<file path="src/rtl/fetch_pkg.sv">
// Shared types and constants for the instruction prefetch queue.
package fetch_pkg;

    localparam int unsigned FQ_DATA_WIDTH = 32;
    localparam int unsigned FQ_ADDR_WIDTH = 32;
    localparam int unsigned FQ_PC_STEP    = 4;

    typedef enum logic [1:0] {
        FQ_IDLE,
        FQ_FETCH,
        FQ_HOLD
    } fq_state_t;

    typedef struct packed {
        logic [FQ_DATA_WIDTH-1:0] instr;
        logic [FQ_ADDR_WIDTH-1:0] pc;
    } fq_entry_t;

endpackage

</file>
<file path="src/rtl/fq_fifo.sv">
// In-order DEPTH-entry FIFO of fetched {instr, pc} entries with synchronous flush.
module fq_fifo
    import fetch_pkg::*;
#(
    parameter int unsigned DEPTH   = 4,
    parameter type         entry_t = fq_entry_t
) (
    input  logic                   clk,
    input  logic                   rst,
    input  logic                   flush,
    input  logic                   push,
    input  entry_t                 din,
    input  logic                   pop,
    output entry_t                 dout,
    output logic [$clog2(DEPTH):0] count,
    output logic                   empty,
    output logic                   full
);

    localparam int unsigned PW = $clog2(DEPTH);

    entry_t          mem [DEPTH];
    logic [PW-1:0]   rd_ptr;
    logic [PW-1:0]   wr_ptr;

    always_ff @(posedge clk or negedge rst) begin
        if (!rst) begin
            rd_ptr <= '0;
            wr_ptr <= '0;
            count  <= '0;
        end else if (flush) begin
            rd_ptr <= '0;
            wr_ptr <= '0;
            count  <= '0;
        end else begin
            if (push) wr_ptr <= wr_ptr + PW'(1);
            if (pop)  rd_ptr <= rd_ptr + PW'(1);
            count <= count + (PW+1)'(push) - (PW+1)'(pop);
        end
    end

    always_ff @(posedge clk) begin
        if (push && !flush) mem[wr_ptr] <= din;
    end

    assign dout  = mem[rd_ptr];
    assign empty = (count == '0);
    assign full  = (count == (PW+1)'(DEPTH));

endmodule

</file>
<file path="src/rtl/fetch_queue.sv">
// Instruction prefetch queue: sequential fetch with credit-limited requests and redirect flush.
// Optional same-cycle response bypass when FETCH_QUEUE_BYPASS_EN is defined.
module fetch_queue
    import fetch_pkg::*;
#(
    parameter int unsigned           DATA_WIDTH = 32,
    parameter int unsigned           ADDR_WIDTH = 32,
    parameter int unsigned           DEPTH      = 4,
    parameter logic [ADDR_WIDTH-1:0] RESET_PC   = '0
) (
    input  logic                  clk,
    input  logic                  rst,
    input  logic                  trigger,
    input  logic                  redirect,
    input  logic [ADDR_WIDTH-1:0] redirect_pc,
    output logic                  imem_req_valid,
    input  logic                  imem_req_ready,
    output logic [ADDR_WIDTH-1:0] imem_req_addr,
    input  logic                  imem_resp_valid,
    input  logic [DATA_WIDTH-1:0] imem_resp_data,
    output logic                  instr_valid,
    input  logic                  instr_ready,
    output logic [DATA_WIDTH-1:0] instr,
    output logic [ADDR_WIDTH-1:0] instr_pc,
    output logic [ADDR_WIDTH-1:0] instr_pc_plus4
);

    localparam int unsigned           CW      = $clog2(DEPTH) + 1;
    localparam logic [ADDR_WIDTH-1:0] PC_STEP = ADDR_WIDTH'(FQ_PC_STEP);

    typedef struct packed {
        logic [DATA_WIDTH-1:0] instr;
        logic [ADDR_WIDTH-1:0] pc;
    } entry_t;

    fq_state_t             state, state_nxt;
    logic [ADDR_WIDTH-1:0] fetch_pc, resp_pc, redirect_base;
    logic [CW-1:0]         outstanding, drop, count;
    logic                  req_fire, resp_keep, push, pop, empty, full, head_valid;
    entry_t                din, head, out_entry;

    assign redirect_base  = redirect_pc & ~ADDR_WIDTH'(3);
    assign imem_req_valid = (state == FQ_FETCH) && !redirect
                            && (({1'b0, count} + {1'b0, outstanding}) < (CW+1)'(DEPTH));
    assign imem_req_addr  = fetch_pc;
    assign req_fire       = imem_req_valid && imem_req_ready;
    assign resp_keep      = imem_resp_valid && (drop == '0) && !redirect;

    always_ff @(posedge clk or negedge rst) begin
        if (!rst) state <= FQ_IDLE;
        else      state <= state_nxt;
    end

    always_comb begin
        state_nxt = state;
        case (state)
            FQ_IDLE:  if (trigger)  state_nxt = FQ_FETCH;
            FQ_FETCH: if (!trigger) state_nxt = FQ_HOLD;
            FQ_HOLD:  if (trigger)  state_nxt = FQ_FETCH;
            default:  state_nxt = FQ_IDLE;
        endcase
    end

    // On redirect, requests still in flight become the drop budget; a response in the same cycle is already gone.
    always_ff @(posedge clk or negedge rst) begin
        if (!rst) begin
            fetch_pc    <= RESET_PC;
            resp_pc     <= RESET_PC;
            outstanding <= '0;
            drop        <= '0;
        end else begin
            outstanding <= outstanding + CW'(req_fire) - CW'(imem_resp_valid);
            if (redirect) begin
                fetch_pc <= redirect_base;
                resp_pc  <= redirect_base;
                drop     <= outstanding - CW'(imem_resp_valid);
            end else begin
                if (req_fire)  fetch_pc <= fetch_pc + PC_STEP;
                if (resp_keep) resp_pc  <= resp_pc + PC_STEP;
                if (imem_resp_valid && (drop != '0)) drop <= drop - CW'(1);
            end
        end
    end

    assign din = '{instr: imem_resp_data, pc: resp_pc};

`ifdef FETCH_QUEUE_BYPASS_EN
    logic bypass;
    assign bypass     = empty && resp_keep;
    assign head_valid = !empty || bypass;
    assign out_entry  = empty ? din : head;
    assign push       = resp_keep && !(bypass && instr_ready);
`else
    assign head_valid = !empty;
    assign out_entry  = head;
    assign push       = resp_keep;
`endif

    assign pop = !empty && instr_ready;

    fq_fifo #(
        .DEPTH   (DEPTH),
        .entry_t (entry_t)
    ) u_fifo (
        .clk   (clk),
        .rst   (rst),
        .flush (redirect),
        .push  (push),
        .din   (din),
        .pop   (pop),
        .dout  (head),
        .count (count),
        .empty (empty),
        .full  (full)
    );

    assign instr_valid    = head_valid;
    assign instr          = head_valid ? out_entry.instr : '0;
    assign instr_pc       = head_valid ? out_entry.pc : '0;
    assign instr_pc_plus4 = head_valid ? (out_entry.pc + PC_STEP) : '0;

    a_no_overflow: assert property (@(posedge clk) disable iff (!rst) !(push && full && !pop));

endmodule

</file>
<file path="config.mk">
export PLATFORM = sky130hd
export DESIGN_NAME = fetch_queue
export DESIGN_NICKNAME = d
export VERILOG_FILES = /design/src/rtl/fetch_pkg.sv /design/src/rtl/fq_fifo.sv /design/src/rtl/fetch_queue.sv
export SDC_FILE = /design/constraint.sdc
export NUM_CORES = 1
export LEC_CHECK = 0
export CAP_MARGIN = 20
export CELL_PAD_IN_SITES_DETAIL_PLACEMENT = 0
export CELL_PAD_IN_SITES_GLOBAL_PLACEMENT = 2
export CORE_ASPECT_RATIO = 0.75
export CORE_MARGIN = 3
export CORE_UTILIZATION = 42
export CTS_CLUSTER_SIZE = 10
export DETAILED_ROUTE_END_ITERATION = 8
export PLACE_DENSITY_LB_ADDON = 0.1
export SETUP_SLACK_MARGIN = 0.1
export SKIP_CTS_REPAIR_TIMING = 1
export SYNTH_ARGS = -nofsm -noshare
export SYNTH_HDL_FRONTEND = slang
export SYNTH_HIERARCHICAL = 1
export SYNTH_SLANG_ARGS = --single-unit
</file>
<file path="constraint.sdc">
create_clock -name clk -period 9.3 [get_ports clk]
set_input_delay 1.395 -clock clk [delete_from_list [all_inputs] [get_ports clk]]
set_output_delay 1.395 -clock clk [all_outputs]
set_load 0.05 [all_outputs]
</file>
==> flow_metrics.tcl <==
set metrics [dict create \
    status "finished, final reports clean" \
    path_clk_slew_ns 0.05 \
    drt_wl_total_um 33880 \
    synth_cells 982 \
    drive_above_1_share 0.1170 \
    hold_violations 0 \
    final_antenna_net_count 0 \
    antenna_found_initial 0 \
    hold_class "flop to flop" \
    total_power_w 0.005346 \
    fin_ws_ns 3.123 \
    ir_drop_mv 0.3010 \
    met2_usage 0.2891 \
    htree_levels 2 \
    io_pins 201 \
    max_cap_viol_count 0 \
    whs_ns 0.5018 \
    power_density_mw_per_mm2 294.5 \
    avgRoutedWirePerCell_um 20.47 \
    drc 0 \
    met1_usage 0.2654 \
    die_w_um 222.2 \
    crit_type "flop to output port" \
    die-area_mm2 0.03738 \
    fmax_ghz 0.1619 \
    place.gp.congestion 0.7576 \
    area_growth_pct 23.26 \
    required_ns 7.91 \
    setup_viol 0 \
    cts_root_buf "clkbuf_16" \
    relSlewSlack 0.2319 \
    top_usage_layer "met2" \
    grt_util_all_layers 0.1822 \
    layout.cells.most_common_list "edfxtp_1, clkdlybuf4s50_1, dfrtp_1" \
    critPathLaunchType "flop" \
    skew_ns 0.01209 \
    cp_max_fo 39 \
    clock_latency_ns 0.52 \
    p_leak_nw 6.042 \
    synth.avg_cell_area_um2 15.00 \
    cts_tree "built" \
    via_per_inst 5.287 \
    portBuffers 196 \
    antennaDiodeCount 0 \
    worst_slew_pin_slew_ns 1.142 \
    drt_iter0_drc 741 \
    cts_sinks 331 \
    final_common_cell "edfxtp_1" \
    firstDrtPassIters 5 \
    slew_violations 0 \
    cp.arrival_ns 4.78 \
    core-area_mm2 0.03404 \
    dp_hpwl_um 22600 \
    numCtsBuffers 39 \
    first_global_vias 8862 \
    synth_warnings 6 \
    pre_cts_ws_ns 3.600 \
    nets 1279 \
    rows 58 \
    vias 8750 \
    fp.dieH_um 168.2 \
    initial_utilization 0.4328 \
    grt_pass1_wl_um 53360 \
    rsz0062_at_grt "false" \
    post-route-util 0.5335 \
    final.min_clock_period_ns 6.177 \
    grt_overflow 0 \
    netlist_area_mm2 0.01473 \
    fin_setup_tns_ns 0 \
    end_kind "output port" \
    finalCritPeriodShare 0.6642 \
    clock_path_buffers 3 \
    grt_max_degree 95 \
    grtUsageMet3 0.03103 \
]
==> cell type report <==
type                    count  area, um2
flip-flops and latches    331       9569
clock buffers              56       1071
clock inverters             1      8.758
fillers                  2883      15880
repair buffers            207       2037
multi-input cells         585       4813
well taps                 450      563.0
inverters                  25      93.84
==> power breakdown <==
group	switching, W	internal, W
combinational	0.00145	0.000775
sequential	0.000117	0.00167
clock	0.000540	0.000788
==> state kept, by name (all words and copies together), names as in the netlist <==
| register | count |
|---|---|
| state | 2 |
| u_fifo/mem | 256 |
| drop | 3 |
| resp_pc | 30 |
| imem_req_addr | 30 |
| outstanding | 3 |
| u_fifo/count | 3 |
| u_fifo/rd_ptr | 2 |
| u_fifo/wr_ptr | 2 |
==> worst max-delay path: stages (launching register included) <==
cell and delay (ns):
dfrtp_2 1.03, buf_4 0.56, mux4_2 0.34, and4_1 0.28, nand4_1 0.49, nor4_1 0.52
xnor2_1 0.10, nor2_1 0.10, clkdlybuf4s50_1 0.82
==> per-layer routing <==
layer  vias up  part of all wire
met5         -                 0
met4         0             0.017
met3        44             0.042
met2       174              0.47
met1      4424              0.47
li1       4108                 -
==> final timing paths <==
check                                       from            endpoint  slack, ns  depth (start not counted)
worst max register to register           drop[0]   u_fifo/mem[3][37]       6.14                          7
min in group asynchronous                    rst   imem_req_addr[27]       0.81                          1
worst min-delay path                    state[0]            state[0]       0.50                          1
max in group asynchronous                    rst    u_fifo/rd_ptr[0]       7.44                          2
worst max-delay path            u_fifo/rd_ptr[1]  instr_pc_plus4[28]       3.12                          8
worst min register to register          state[0]            state[0]       0.50                          1
==> metrics by stage <==
stage,cell area [um2],instances
2_1_floorplan,14760,991
3_3_place_gp,17080,1598
3_5_place_dp,17080,1598
4_1_cts,18160,1655
5_1_grt,18160,1655
6_report,18160,1655
Power figures use the tool's default switching activity.
